--- config.mk ---
export PLATFORM = sky130hd
export DESIGN_NAME = fetch_stage
export DESIGN_NICKNAME = d
export VERILOG_FILES = /design/src/rtl/cpu_pkg.sv /design/src/rtl/if_id_reg.sv /design/src/rtl/fetch_stage.sv
export SDC_FILE = /design/constraint.sdc
export NUM_CORES = 1
export LEC_CHECK = 0
export ABC_CLOCK_PERIOD_IN_PS = 5400
export CORE_ASPECT_RATIO = 1.5
export CORE_MARGIN = 4
export CORE_UTILIZATION = 45
export DETAILED_ROUTE_END_ITERATION = 12
export GPL_ROUTABILITY_DRIVEN = 0
export PLACE_DENSITY = 0.76
export REMOVE_ABC_BUFFERS = 1
export SLEW_MARGIN = 20
export SYNTH_ARGS = -nofsm -noshare
export SYNTH_HDL_FRONTEND = slang
export SYNTH_SLANG_ARGS = --single-unit
--- constraint.sdc ---
create_clock -name clk -period 5.4 [get_ports clk]
set_input_delay 0.54 -clock clk [delete_from_list [all_inputs] [get_ports clk]]
set_output_delay 0.54 -clock clk [all_outputs]
set_load 0.005 [all_outputs]
--- src/rtl/cpu_pkg.sv ---
// cpu_pkg
//   Shared definitions for the CPU front end:
//   - datapath widths (XLEN, IW) and the sequential PC increment (PC_STEP)
//   - the 5-bit opcode type with its named opcodes
//   - opcode categories, taken from the top two opcode bits
//   - the fetch-stage states
package cpu_pkg;

  localparam int XLEN    = 32;
  localparam int IW      = 32;
  localparam int PC_STEP = 4;

  typedef logic [4:0] opcode_t;

  // Arithmetic category (00xxx)
  localparam opcode_t SUM  = 5'b00000;
  localparam opcode_t RES  = 5'b00001;
  localparam opcode_t MUL  = 5'b00010;
  localparam opcode_t DIV  = 5'b00011;
  // Transfer category (01xxx)
  localparam opcode_t CAR  = 5'b01000;
  localparam opcode_t ALM  = 5'b01001;
  // Flow-control category (10xxx): jump and conditional branches
  localparam opcode_t SAP  = 5'b10000;
  localparam opcode_t SMAE = 5'b10001;
  localparam opcode_t SMEE = 5'b10010;
  localparam opcode_t SPE  = 5'b10011;

  localparam logic [1:0] CAT_AR = 2'b00;
  localparam logic [1:0] CAT_TD = 2'b01;
  localparam logic [1:0] CAT_CF = 2'b10;

  // BOOT:   first ROM read after reset still in flight, ROM data not valid
  // RUN:    ROM data corresponds to rd_pc_q and is valid
  // BUBBLE: ROM data is from the wrong path after a redirect
  typedef enum logic [1:0] {
    BOOT   = 2'd0,
    RUN    = 2'd1,
    BUBBLE = 2'd2
  } fetch_state_t;

  // The category of an opcode is simply its two most significant bits.
  function automatic logic [1:0] opcode_category(input opcode_t op);
    return op[4:3];
  endfunction

endpackage

--- src/rtl/if_id_reg.sv ---
// if_id_reg
//   IF/ID pipeline register holding the instruction handed to decode.
//   Ports:
//     clk, rst   clock and asynchronous active-high reset
//     load_i     capture valid_i/instr_i/pc_i on this edge
//     squash_i   kill the held instruction (valid only); has priority over load_i
//     valid_i    the incoming instruction is real
//     instr_i    incoming instruction word
//     pc_i       PC of the incoming instruction
//     valid_o    register holds a real instruction
//     instr_o    held instruction word
//     pc_o       PC of the held instruction
module if_id_reg #(
  parameter int XLEN = cpu_pkg::XLEN,
  parameter int IW   = cpu_pkg::IW
) (
  input  logic            clk,
  input  logic            rst,
  input  logic            load_i,
  input  logic            squash_i,
  input  logic            valid_i,
  input  logic [IW-1:0]   instr_i,
  input  logic [XLEN-1:0] pc_i,
  output logic            valid_o,
  output logic [IW-1:0]   instr_o,
  output logic [XLEN-1:0] pc_o
);

  logic            valid_q;
  logic [IW-1:0]   instr_q;
  logic [XLEN-1:0] pc_q;

  // A squash only clears the valid bit; instruction and PC keep their old
  // contents so decode sees stable (but invalid) data during the bubble.
  always_ff @(posedge clk or posedge rst) begin
    if (rst) begin
      valid_q <= 1'b0;
      instr_q <= '0;
      pc_q    <= '0;
    end else if (squash_i) begin
      valid_q <= 1'b0;
    end else if (load_i) begin
      valid_q <= valid_i;
      instr_q <= instr_i;
      pc_q    <= pc_i;
    end
  end

  assign valid_o = valid_q;
  assign instr_o = instr_q;
  assign pc_o    = pc_q;

endmodule

--- src/rtl/fetch_stage.sv ---
// fetch_stage
//   Instruction fetch plus IF/ID register. Drives a synchronous ROM with one
//   cycle of read latency and hands instructions to decode.
//   Ports:
//     clk, rst        clock and asynchronous active-high reset
//     imem_addr       ROM read address (the current fetch PC)
//     imem_en         ROM clock enable; low freezes the ROM output
//     imem_rdata      ROM data for the address sampled at the last enabled edge
//     stall           decode stall; freezes fetch and IF/ID
//     redirect_valid  taken jump/branch from execute
//     redirect_pc     jump/branch target
//     id_valid        IF/ID holds a real instruction
//     id_instr        instruction in IF/ID
//     id_pc           PC of id_instr
//     id_opcode       opcode field of id_instr, for the control unit
//     id_is_cf        id_instr belongs to the flow-control category
//     fetch_count     number of instructions delivered to decode
module fetch_stage #(
  parameter int              XLEN     = cpu_pkg::XLEN,
  parameter int              IW       = cpu_pkg::IW,
  parameter logic [XLEN-1:0] RESET_PC = '0,
  parameter int              PC_STEP  = cpu_pkg::PC_STEP
) (
  input  logic            clk,
  input  logic            rst,
  output logic [XLEN-1:0] imem_addr,
  output logic            imem_en,
  input  logic [IW-1:0]   imem_rdata,
  input  logic            stall,
  input  logic            redirect_valid,
  input  logic [XLEN-1:0] redirect_pc,
  output logic            id_valid,
  output logic [IW-1:0]   id_instr,
  output logic [XLEN-1:0] id_pc,
  output logic [4:0]      id_opcode,
  output logic            id_is_cf,
  output logic [31:0]     fetch_count
);

  import cpu_pkg::*;

  logic [XLEN-1:0] pc_q, pc_d;
  logic [XLEN-1:0] rd_pc_q, rd_pc_d;
  fetch_state_t    state_q, state_d;
  logic [31:0]     count_q, count_d;
  logic            rd_valid;
  logic            advance;

  // The ROM output is only trustworthy once a read on the correct path has
  // completed, which is exactly the RUN state.
  assign rd_valid = (state_q == RUN);
  assign advance  = !stall && !redirect_valid;

  // A redirect must clock the ROM even under stall so the target fetch can
  // start as soon as the stall lifts; the data it returns is discarded.
  assign imem_en   = !stall || redirect_valid;
  assign imem_addr = pc_q;

  // Next-state logic: redirect beats stall, stall beats sequential advance.
  always_comb begin
    pc_d    = pc_q;
    rd_pc_d = rd_pc_q;
    state_d = state_q;
    count_d = count_q;
    if (redirect_valid) begin
      pc_d    = redirect_pc;
      state_d = BUBBLE;
    end else if (!stall) begin
      pc_d    = pc_q + XLEN'(PC_STEP);
      rd_pc_d = pc_q;
      state_d = RUN;
      count_d = count_q + {31'b0, rd_valid};
    end
  end

  // PC, ROM-tracking state and delivery counter.
  always_ff @(posedge clk or posedge rst) begin
    if (rst) begin
      pc_q    <= RESET_PC;
      rd_pc_q <= '0;
      state_q <= BOOT;
      count_q <= '0;
    end else begin
      pc_q    <= pc_d;
      rd_pc_q <= rd_pc_d;
      state_q <= state_d;
      count_q <= count_d;
    end
  end

  if_id_reg #(
    .XLEN (XLEN),
    .IW   (IW)
  ) u_if_id (
    .clk      (clk),
    .rst      (rst),
    .load_i   (advance),
    .squash_i (redirect_valid),
    .valid_i  (rd_valid),
    .instr_i  (imem_rdata),
    .pc_i     (rd_pc_q),
    .valid_o  (id_valid),
    .instr_o  (id_instr),
    .pc_o     (id_pc)
  );

  // Decoded purely from the registered instruction, so no ROM-to-control path.
  assign id_opcode   = id_instr[IW-1:IW-5];
  assign id_is_cf    = (opcode_category(id_opcode) == CAT_CF);
  assign fetch_count = count_q;

endmodule

==> impl_metrics.env <==
export IMPL_core_area_mm2=0.01521
export IMPL_wl_met2_um=9494
export IMPL_ys_warn_count=0
export IMPL_clk_pin_slew_ns=0.07
export IMPL_drt_pass1_iterations=4
export IMPL_cts_tree="built"
export IMPL_cp_end_kind="output pin"
export IMPL_nets=831
export IMPL_grt_pass1_vias=5401
export IMPL_max_freq_ghz=0.2871
export IMPL_slowest_stage="clkdlybuf4s50_1"
export IMPL_critPathMaxFanout=29
export IMPL_route_met3_wl_um=882
export IMPL_fillCellCount=1172
export IMPL_ant_nets=0
export IMPL_rsz0062_at_grt="no"
export IMPL_clk_latency_ns=0.42
export IMPL_grt_first_pass_wirelength_um=28310
export IMPL_top_layer="met4"
export IMPL_critPathKind="in2out"
export IMPL_post_cts_buffers=0
export IMPL_numClockSinks=163
export IMPL_multi_input_area_mm2=0.002778
export IMPL_fin_crit_sh_pct=64.51
export IMPL_gr_total_overflow=0
export IMPL_path_common_cell="clkdlybuf4s50_1"
export IMPL_ys_flop_type="dfrtp_1"
export IMPL_ios=204
export IMPL_postSynthCellCount=566
export IMPL_synth_seq_cells=163
export IMPL_die_h_um=161.2
export IMPL_routed_wirelength_um=17600
export IMPL_max_slew_margin_pct=29.94
export IMPL_mappedNetlistArea_mm2=0.007037
export IMPL_vias_per_cell=5.322
export IMPL_hpwl_um=12610
export IMPL_die_area_mm2=0.01774
export IMPL_cts_htree_levels=4
export IMPL_hold_path_class="reg2reg"
export IMPL_p_leak_nw=4.013
export IMPL_outcome="completed"
export IMPL_tightest_slew_ns=1.051
export IMPL_grt_max_degree=84
export IMPL_power_density_mw_per_mm2=352.4
export IMPL_via_count=5178
export IMPL_drive_gt1_share_pct=18.37
export IMPL_antenna_found_initial=1
export IMPL_ff_latch_area_mm2=0.004079
export IMPL_crit_arrival_ns=2.94
export IMPL_cts_resized=0
export IMPL_finalHoldViolations=0
export IMPL_path_cells="clkdlybuf4s50_1 > inv_1 > nand2_1 > clkdlybuf4s50_1"
export IMPL_layout_cells_non_filler=973
export IMPL_area_growth_pct=39.92
export IMPL_grt_usage_pct=20.50
export IMPL_vdd_drop_max_mv=0.2046
export IMPL_fin_skew_ns=0.01042
export IMPL_met1Wirelength_um=6679
export IMPL_fin_hold_ws_ns=0.4724
export IMPL_dpl_cell_count=940
export IMPL_setup_violations=0
export IMPL_die_width_um=110.1
export IMPL_max_cap_violations=0
export IMPL_synth_edff_count=0
export IMPL_slew_viol_final=0
export IMPL_cts_root_buf="clkbuf_16"
export IMPL_cp_slowest_stage_delay_ns=0.98
export IMPL_synthArstFlopShare_pct=100.0
export IMPL_cp_required_ns=4.86
export IMPL_hold_buffers=0
export IMPL_rows=55
export IMPL_first_iter_violations=234
export IMPL_port_buffers=203
export IMPL_power_total_mw=3.470
export IMPL_routedWlPerCell_um=18.08
export IMPL_start_util_pct=46.27
export IMPL_clock_path_buffers=2
export IMPL_synth_seq_area_share_pct=57.97
export IMPL_cts_buffers_inserted=17
export IMPL_start_kind="primary input"
export IMPL_avgSynthCellArea_um2=12.43
export IMPL_synth_cell_types=42
export IMPL_drc=0
export IMPL_min_period_ns=3.483
## cell usage after synthesis, types with 2 or more instances
library cell	n	area, µm²
nor3b_1	2	15.01
nor2b_1	3	18.77
nand2b_1	3	18.77
or4_1	17	127.6
xor2_1	21	183.9
xnor2_1	21	183.9
o31ai_1	12	90.09
and2_1	3	18.77
clkbuf_1	25	93.84
ha_1	3	37.54
nor2_1	20	75.07
o211ai_1	2	15.01
buf_4	5	37.54
and3_1	3	18.77
dfrtp_1	163	4079
nor4_1	9	56.30
nand3b_1	2	15.01
a31oi_1	12	75.07
and4_1	9	78.83
nand3_1	24	120.1
nand2_1	41	153.9
inv_1	11	41.29
nand4_1	14	87.58
nor3_1	9	45.04
mux2_2	101	1137
o21ai_0	15	75.07
## worst max-delay path: cells and delay by family
kind | cells | cell delay, ns
buffers and inverters | 3 | 2.19
and+or+nand+nor | 1 | 0.21
## state kept, by name, indices dropped and copies added, names as in the netlist
| signal | count |
|---|---|
| imem_addr | 32 |
| u_if_id.valid_o | 1 |
| state_q | 2 |
| fetch_count | 32 |
| u_if_id.pc_o | 32 |
| rd_pc_q | 32 |
| u_if_id.instr_o | 32 |
## power by group
| group | switching (mW) | total, mW | internal, mW |
|---|---|---|---|
| sequential | 0.128 | 1.53 | 1.40 |
| clock | 0.511 | 1.29 | 0.781 |
| combinational | 0.214 | 0.647 | 0.433 |
| total | 0.853 | 3.47 | 2.62 |
## kinds of logic (layout without fill, tap and decap cells)
group,count (synthesis),in the layout,synth area share [%]
multiplexers,102,102,16.31
other,0,1,0
AO/OA/AOI/OAI,46,46,4.196
XOR/XNOR,42,42,5.228
adder cells (fa/ha/maj),3,3,0.5335
AND/OR/NAND/NOR,167,167,13.10
buffers and inverters,43,250,2.667
flip-flops,163,163,57.97
## cells in the final DEF (no fill, tap or decap), types with 2 or more instances in the layout
cell	synthesis	layout
a31oi_1	12	12
and2_1	3	3
and3_1	3	3
and4_1	9	9
buf_4	5	4
bufinv_16	0	4
clkbuf_16	0	17
clkdlybuf4s50_1	0	203
clkinv_4	0	2
clkinvlp_4	0	3
dfrtp_1	163	163
ha_1	3	3
inv_1	11	10
inv_6	0	5
mux2_2	101	101
nand2_1	41	41
nand2b_1	3	3
nand3_1	24	24
nand3b_1	2	2
nand4_1	14	14
nor2_1	20	19
nor2b_1	3	3
nor3_1	9	9
nor3b_1	2	2
nor4_1	9	9
o211ai_1	2	2
o21ai_0	15	15
o31ai_1	12	12
or4_1	17	17
xnor2_1	21	21
xor2_1	21	21
## per-layer routing
layer / vias up / GRT usage (%)
met5: - / 0
met4: 0 / 9.412
met3: 33 / 4.318
met2: 147 / 35.11
met1: 2577 / 24.27
li1: 2421 / -
## metrics by stage
step	TNS (ns)	util (%)	cell area [µm²]	setup slack, ns
after global routing	0	64.74	9846	1.768
after CTS	0	64.72	9843	1.905
after floorplan	-17.00	-	6890	-0.7892
final	0	64.74	9846	1.917
after global placement	0	60.58	9214	1.941
after detailed placement	0	60.58	9214	1.847
## cell type report
cell class / count / share of cell area, %
diodes: 1 / 0.02542
clock inverters: 14 / 2.033
inverters: 11 / 0.4702
clock buffers: 18 / 4.359
repair buffers: 207 / 20.94
flip-flops and latches: 163 / 41.43
multi-input cells: 360 / 28.21
well taps: 199 / 2.529
## worst paths after layout
check	startpoint	endpoint	slack, ns	depth (start not counted)
max reg2reg	state_q[1]	fetch_count[24]	3.07	7
min reg2reg	fetch_count[31]	fetch_count[31]	0.47	1
max in group asynchronous	rst	imem_addr[27]	3.66	3
min	fetch_count[31]	fetch_count[31]	0.47	1
min in group asynchronous	rst	u_if_id.instr_o[16]	0.56	2
max	redirect_valid	imem_en	1.92	4
Note: power is estimated with default switching activity, not from simulation.
